<file path="config.mk">
export PLATFORM = sky130hd
export DESIGN_NAME = stc_a_packer_flat
export DESIGN_NICKNAME = d
export VERILOG_FILES = /design/src/rtl/stc_a_packer_if.sv /design/src/rtl/stc_a_packer.sv /design/src/flat_wrapper.sv
export SDC_FILE = /design/constraint.sdc
export NUM_CORES = 2
export LEC_CHECK = 0
export CAP_MARGIN = 20
export CORE_MARGIN = 2
export CORE_UTILIZATION = 40
export CTS_CLUSTER_SIZE = 30
export DETAILED_ROUTE_END_ITERATION = 6
export DONT_BUFFER_PORTS = 1
export PLACE_DENSITY = 0.58
export SLEW_MARGIN = 25
export SYNTH_ARGS = -nofsm -noshare
export SYNTH_HDL_FRONTEND = slang
export SYNTH_SLANG_ARGS = --single-unit
</file>
<file path="constraint.sdc">
create_clock -name clk -period 7.97 [get_ports clk]
set_input_delay 0.797 -clock clk [delete_from_list [all_inputs] [get_ports clk]]
set_output_delay 0.797 -clock clk [all_outputs]
set_load 0.01 [all_outputs]
</file>
<file path="src/rtl/stc_a_packer_if.sv">
// Dense-row input stream for the A-tile packer.
// master = row producer, slave = packer.
interface stc_a_packer_if #(
    parameter int DW_MEM = 256
) ();
    logic              in_valid;
    logic              in_ready;
    logic [DW_MEM-1:0] in_row;
    logic              in_last;

    modport master (
        output in_valid,
        output in_row,
        output in_last,
        input  in_ready
    );

    modport slave (
        input  in_valid,
        input  in_row,
        input  in_last,
        output in_ready
    );
endinterface

</file>
<file path="src/rtl/stc_a_packer.sv">
// Sparse A-tile packer. Each dense row is scanned LANES elements per cycle.
// Nonzero elements are compacted into ascending slots together with their
// column index. The packed row is then presented for one EMIT cycle, along
// with CSR-style row pointer bookkeeping for the tile.
module stc_a_packer #(
    parameter int M       = 16,
    parameter int K       = 16,
    parameter int DW_MEM  = 256,
    parameter int DW_DATA = 16,
    parameter int DW_COL  = 4,
    parameter int DW_PTR  = 8,
    parameter int LANES   = 4
) (
    input  logic                clk,
    input  logic                reset,
    stc_a_packer_if.slave       in_bus,
    output logic                write_data_en,
    output logic                write_cidx_en,
    output logic [DW_MEM-1:0]   A_data_output,
    output logic [DW_MEM-1:0]   A_colidx_output,
    output logic [DW_COL-1:0]   idx,
    output logic [DW_PTR-1:0]   row_ptr,
    output logic [DW_COL:0]     row_nnz,
    output logic                tile_done,
    output logic [DW_PTR:0]     tile_nnz
);
    localparam int NSCAN = K / LANES;
    localparam int SCW   = (NSCAN > 1) ? $clog2(NSCAN) : 1;

    typedef enum logic [1:0] {IDLE, SCAN, EMIT} state_t;

    state_t              state_reg, state_next;
    logic [DW_MEM-1:0]   row_reg;
    logic                last_reg;
    logic [SCW-1:0]      scan_cnt_reg;
    logic [DW_COL:0]     nnz_reg, nnz_next;
    logic [DW_DATA-1:0]  slot_data_reg [K];
    logic [DW_DATA-1:0]  slot_data_next [K];
    logic [DW_COL-1:0]   slot_col_reg [K];
    logic [DW_COL-1:0]   slot_col_next [K];
    logic [DW_COL-1:0]   row_cnt_reg;
    logic [DW_PTR-1:0]   tile_sum_reg;
    logic [DW_MEM-1:0]   data_out_reg, colidx_out_reg;
    logic [DW_COL-1:0]   idx_reg;
    logic [DW_PTR-1:0]   row_ptr_reg;
    logic [DW_COL:0]     row_nnz_reg;

    logic [DW_COL-1:0]   lane_col [LANES];
    logic [DW_DATA-1:0]  lane_elem [LANES];
    logic [K*DW_DATA-1:0] data_flat;
    logic [K*16-1:0]     colidx_flat;

    logic ready;
    logic accept;
    logic scan_last;
    logic in_emit;
    logic tile_end;

    assign ready           = (state_reg != SCAN);
    assign in_bus.in_ready = ready;
    assign accept          = in_bus.in_valid && ready;
    assign scan_last       = (scan_cnt_reg == SCW'(NSCAN - 1));
    assign in_emit         = (state_reg == EMIT);
    // A tile closes on an explicit last flag or when the row index saturates.
    assign tile_end        = last_reg || (idx_reg == DW_COL'(M - 1));

    // Lanes of the current scan beat: column index and element value.
    for (genvar gi = 0; gi < LANES; gi++) begin : g_lane
        assign lane_col[gi]  = DW_COL'(int'(scan_cnt_reg) * LANES + gi);
        assign lane_elem[gi] = row_reg[lane_col[gi]*DW_DATA +: DW_DATA];
    end

    // Flattened view of the slot buffer including this beat's writes.
    for (genvar gi = 0; gi < K; gi++) begin : g_flat
        assign data_flat[gi*DW_DATA +: DW_DATA] = slot_data_next[gi];
        assign colidx_flat[gi*16 +: 16]         = 16'(slot_col_next[gi]);
    end

    // Compact this beat's nonzeros into the next free slots, in column order.
    always_comb begin
        slot_data_next = slot_data_reg;
        slot_col_next  = slot_col_reg;
        nnz_next       = nnz_reg;
        if (state_reg == SCAN) begin
            for (int l = 0; l < LANES; l++) begin
                if (lane_elem[l] != '0) begin
                    slot_data_next[nnz_next[DW_COL-1:0]] = lane_elem[l];
                    slot_col_next[nnz_next[DW_COL-1:0]]  = lane_col[l];
                    nnz_next = nnz_next + (DW_COL+1)'(1);
                end
            end
        end
    end

    // Next-state logic: scan for NSCAN beats, emit once, chain directly if a row waits.
    always_comb begin
        state_next = state_reg;
        case (state_reg)
            IDLE: if (in_bus.in_valid) state_next = SCAN;
            SCAN: if (scan_last) state_next = EMIT;
            EMIT: state_next = in_bus.in_valid ? SCAN : IDLE;
            default: state_next = IDLE;
        endcase
    end

    // State register.
    always_ff @(posedge clk or negedge reset) begin
        if (!reset) state_reg <= IDLE;
        else        state_reg <= state_next;
    end

    // Row capture, slot buffer and scan counter.
    always_ff @(posedge clk or negedge reset) begin
        if (!reset) begin
            row_reg      <= '0;
            last_reg     <= 1'b0;
            scan_cnt_reg <= '0;
            nnz_reg      <= '0;
            for (int i = 0; i < K; i++) begin
                slot_data_reg[i] <= '0;
                slot_col_reg[i]  <= '0;
            end
        end else if (accept) begin
            row_reg      <= in_bus.in_row;
            last_reg     <= in_bus.in_last;
            scan_cnt_reg <= '0;
            nnz_reg      <= '0;
            for (int i = 0; i < K; i++) begin
                slot_data_reg[i] <= '0;
                slot_col_reg[i]  <= '0;
            end
        end else if (state_reg == SCAN) begin
            scan_cnt_reg  <= scan_cnt_reg + SCW'(1);
            nnz_reg       <= nnz_next;
            slot_data_reg <= slot_data_next;
            slot_col_reg  <= slot_col_next;
        end
    end

    // Output holding registers, loaded on the final scan beat so EMIT sees the packed row.
    always_ff @(posedge clk or negedge reset) begin
        if (!reset) begin
            data_out_reg   <= '0;
            colidx_out_reg <= '0;
            idx_reg        <= '0;
            row_ptr_reg    <= '0;
            row_nnz_reg    <= '0;
        end else if ((state_reg == SCAN) && scan_last) begin
            data_out_reg   <= DW_MEM'(data_flat);
            colidx_out_reg <= DW_MEM'(colidx_flat);
            idx_reg        <= row_cnt_reg;
            row_ptr_reg    <= tile_sum_reg;
            row_nnz_reg    <= nnz_next;
        end
    end

    // Tile bookkeeping: advance row index and running sum as each row leaves EMIT.
    always_ff @(posedge clk or negedge reset) begin
        if (!reset) begin
            row_cnt_reg  <= '0;
            tile_sum_reg <= '0;
        end else if (in_emit) begin
            if (tile_end) begin
                row_cnt_reg  <= '0;
                tile_sum_reg <= '0;
            end else begin
                row_cnt_reg  <= row_cnt_reg + DW_COL'(1);
                tile_sum_reg <= tile_sum_reg + DW_PTR'(row_nnz_reg);
            end
        end
    end

    assign write_data_en   = in_emit;
    assign write_cidx_en   = in_emit;
    assign A_data_output   = data_out_reg;
    assign A_colidx_output = colidx_out_reg;
    assign idx             = idx_reg;
    assign row_ptr         = row_ptr_reg;
    assign row_nnz         = row_nnz_reg;
    assign tile_done       = in_emit && tile_end;
    assign tile_nnz        = (DW_PTR+1)'(row_ptr_reg) + (DW_PTR+1)'(row_nnz_reg);
endmodule
</file>
<file path="src/flat_wrapper.sv">
// flat-port wrapper written by rule: the top's interface ports become plain ports
module stc_a_packer_flat 
#(
    parameter int M       = 16,
    parameter int K       = 16,
    parameter int DW_MEM  = 256,
    parameter int DW_DATA = 16,
    parameter int DW_COL  = 4,
    parameter int DW_PTR  = 8,
    parameter int LANES   = 4
)
  (clk, reset, write_data_en, write_cidx_en, A_data_output, A_colidx_output, idx, row_ptr, row_nnz, tile_done, tile_nnz, in_bus_in_valid, in_bus_in_row, in_bus_in_last, in_bus_in_ready);
  stc_a_packer_if #(.DW_MEM(DW_MEM)) in_bus_i ();
  input  logic clk;
  input  logic reset;
  output logic write_data_en;
  output logic write_cidx_en;
  output logic [DW_MEM-1:0] A_data_output;
  output logic [DW_MEM-1:0] A_colidx_output;
  output logic [DW_COL-1:0] idx;
  output logic [DW_PTR-1:0] row_ptr;
  output logic [DW_COL:0] row_nnz;
  output logic tile_done;
  output logic [DW_PTR:0] tile_nnz;
  input wire logic [$bits(in_bus_i.in_valid)-1:0] in_bus_in_valid;
  input wire logic [$bits(in_bus_i.in_row)-1:0] in_bus_in_row;
  input wire logic [$bits(in_bus_i.in_last)-1:0] in_bus_in_last;
  output wire logic [$bits(in_bus_i.in_ready)-1:0] in_bus_in_ready;
  assign in_bus_i.in_valid = in_bus_in_valid;
  assign in_bus_i.in_row = in_bus_in_row;
  assign in_bus_i.in_last = in_bus_in_last;
  assign in_bus_in_ready = in_bus_i.in_ready;
  stc_a_packer #(.M(M), .K(K), .DW_MEM(DW_MEM), .DW_DATA(DW_DATA), .DW_COL(DW_COL), .DW_PTR(DW_PTR), .LANES(LANES)) u_core (.clk(clk), .reset(reset), .in_bus(in_bus_i), .write_data_en(write_data_en), .write_cidx_en(write_cidx_en), .A_data_output(A_data_output), .A_colidx_output(A_colidx_output), .idx(idx), .row_ptr(row_ptr), .row_nnz(row_nnz), .tile_done(tile_done), .tile_nnz(tile_nnz));
endmodule
</file>
==> impl_metrics.yaml <==
status:
  run_status: "completed"
clock_tree:
  cts_sinks: 935
  path_clk_slew_ns: 0.06
  clock_latency_ns: 0.76
  cts_buffer_depth: 3
  htree_num_levels: 3
  cts_setup_buffers: 0
  cts_buffers: 106
  cts_root_buffer: "clkbuf_16"
  cts_tree: "yes"
yosys:
  ys_ff_latch: 935
  yosysSeqAreaShare: 0.461
  syn_inst: 5237
  synthArstFlopShare: 1.00
  ys_types: 69
  yosys_warnings: 0
  synth_edf_count: 0
  synth_flop_cell: "dfrtp_1"
  syn-cell-area_um2: 50800
  synth_area_per_cell_um2: 9.70
die:
  die_y_um: 360
  design.core.area_um2: 126000
  pin_count: 802
  fp.dieArea_um2: 130000
  dieWidth_um: 360
  rows: 130
  start_util: 0.404
routing:
  drc: 0
  vias: 41000
  wire_per_inst_um: 30.3
  vias_per_cell: 6.09
  first_pass_iters: 6
  wirelength_mm: 204
  first_iter_violations: 4851
  antenna_left: 0
sta:
  fin_worst_skew_ns: 0.0574
  max_freq_mhz: 147
  tightest_slew_ns: 1.15
  setup_viol: 0
  timing_hold_violations_final: 0
  fin_crit_ns: 6.80
  drv_slew: 0
  rsz0062_at_grt: "false"
  slew_headroom: 0.235
  finalSetupTns_ns: 0
  timing.final.crit_share: 0.853
layout:
  areaGrowthSynthToFinish_pct: 8.91
  design_area_um2: 55300
  drive_above_1_share: 0.144
  regArea_um2: 23400
  multiInputGateArea_um2: 24700
  n_fill_cell: 12100
  layout.nets: 5283
global_routing:
  grtUsageTotal: 0.305
  grt_pass1_wl_mm: 289
  antenna_found_initial: 25
  grt_start_max_net_pins: 221
  overflow: 0
  grt_pass1_vias: 38200
critical_path:
  critPathKind: "reg2reg"
  cp_data_required_time_ns: 8.60
  reg2regPathDepth: 17
  crit_fanout: 35
  endpoint_kind: "flop"
  critPathLaunchType: "flop"
  cp.arrival_ns: 7.43
hold_path:
  holdPathStages: 1
  hp-class: "in2reg"
power:
  power_density_nw_per_um2: 528
  peakVddDrop_mv: 0.454
  leakage_nw: 25.1
flow_run:
  cap_violations: 0
place:
  place_congestion: 0.929
  io_buffers: 0
  post-dp-hpwl_mm: 132
  placedInstanceArea_um2: 51500
-- area by class of cell --
cell class,instances,share of cell area
Multi-Input combinational cell,3766,0.446
Antenna cell,6,0.000271
Inverter,52,0.00380
Clock inverter,56,0.0141
Tap cell,1650,0.0373
Clock buffer,137,0.0533
Timing Repair Buffer,132,0.0224
Sequential cell,935,0.423
-- logic make-up (layout without fill, tap and decap cells) --
family	after synthesis	count (layout)	share of synthesized area
AO/OA/AOI/OAI	1399	1399	0.165
XOR/XNOR	25	25	0.00623
adder cells (fa/ha/maj)	30	30	0.00768
buffers and inverters	727	377	0.0721
flip-flops	935	935	0.461
multiplexers	730	730	0.165
other	1	198	0.0000738
AND/OR/NAND/NOR	1390	1390	0.123
-- worst paths after layout --
check | from | end | slack (ns)
worst max-delay path | u_core.scan_cnt_reg[0] | u_core.slot_col_reg[47] | 1.17
max in group asynchronous | reset | u_core.A_data_output[129] | 2.92
min in group asynchronous | reset | u_core.row_cnt_reg[3] | 0.60
worst min-delay path | in_bus_in_row[7] | u_core.row_reg[7] | 0.18
worst min register to register | u_core.slot_col_reg[25] | u_core.slot_col_reg[25] | 0.49
worst max register to register | u_core.scan_cnt_reg[0] | u_core.slot_col_reg[47] | 1.17
-- where the power goes --
group          switching (mW)  internal (mW)
logic                    10.4           4.41
registers                2.30           6.80
clock network            2.19           3.11
total                    14.9           14.3
-- Yosys cell counts (all sizes together) (12+ instances only) --
library cell  instances  area share
mux2                275       0.061
a211oi               37      0.0057
clkbuf              358       0.026
nor4                 25      0.0057
o211ai              203       0.030
inv                  51      0.0038
o221ai               12      0.0021
and2                 42      0.0052
o22ai                31      0.0038
dfrtp               935        0.46
mux2i               395       0.078
mux4                 60       0.027
nor3                 13      0.0018
o211a                50      0.0099
nand3               335       0.034
buf                 317       0.042
nor2                288       0.023
o31ai                98       0.014
a21oi               160       0.016
nand2               635       0.047
ha                   28      0.0069
o21ai               756       0.074
xnor2                16      0.0039
-- worst max-delay path, cell delays in order, from the launching register on --
cell      delay, ns
dfrtp_4        0.91
mux4_2         0.59
buf_4          0.27
nor4_2         0.65
and4_1         0.48
mux2i_1        0.39
inv_1          0.12
ha_1           0.31
nand2_1        0.06
o21ai_0        0.20
ha_1           0.28
o21ai_1        0.35
xnor3_1        0.56
o211ai_1       0.19
buf_4          0.37
and3_1         0.55
a21oi_1        0.16
o22ai_1        0.19
-- layer usage --
metal | wire (um) | share of wire | GRT usage | vias to the layer above
met5 | 194 | 0.00095 | 0 | -
met4 | 12200 | 0.060 | 0.156 | 34
met3 | 26000 | 0.13 | 0.121 | 488
met2 | 87100 | 0.43 | 0.446 | 2347
met1 | 78500 | 0.38 | 0.391 | 20300
li1 | - | - | - | 17800
-- cell usage in the layout, fill, tap and decap left out, types with 22 or more instances in the layout --
cell	n
o21ai_1	160
ha_1	28
clkinv_2	22
dfrtp_1	933
a211oi_1	36
a21oi_1	151
mux2i_1	395
nor2_1	277
o211a_1	50
mux4_2	60
and2_1	41
nand2_1	631
buf_4	116
clkbuf_16	107
o31ai_1	98
inv_1	49
o22ai_1	31
o21ai_0	585
o211ai_1	199
mux2_2	275
conb_1	192
nand3_1	328
-- through the flow --
step | setup slack, ns | hold WS [ns] | power, mW | utilization | std cells
floorplan | 3.05 | 0.447 | 16.9 | - | 5428
global placement | 1.35 | 0.467 | 23.2 | 0.408 | 6528
detailed placement | 1.32 | 0.478 | 23.5 | 0.409 | 6532
CTS | 1.26 | 0.145 | 28.8 | 0.439 | 6727
global route | 0.822 | 0.154 | 30.4 | 0.439 | 6729
finish | 1.17 | 0.180 | 29.2 | 0.440 | 6734
-- what timing repair did --
action | in CTS | in global routing
hold endpoints to repair | 67 | 0
hold buffers | 2 | 0
gates resized for setup | 0 | 0
endpoints found under the setup margin | 0 | 0
Power figures use the tool's default switching activity.
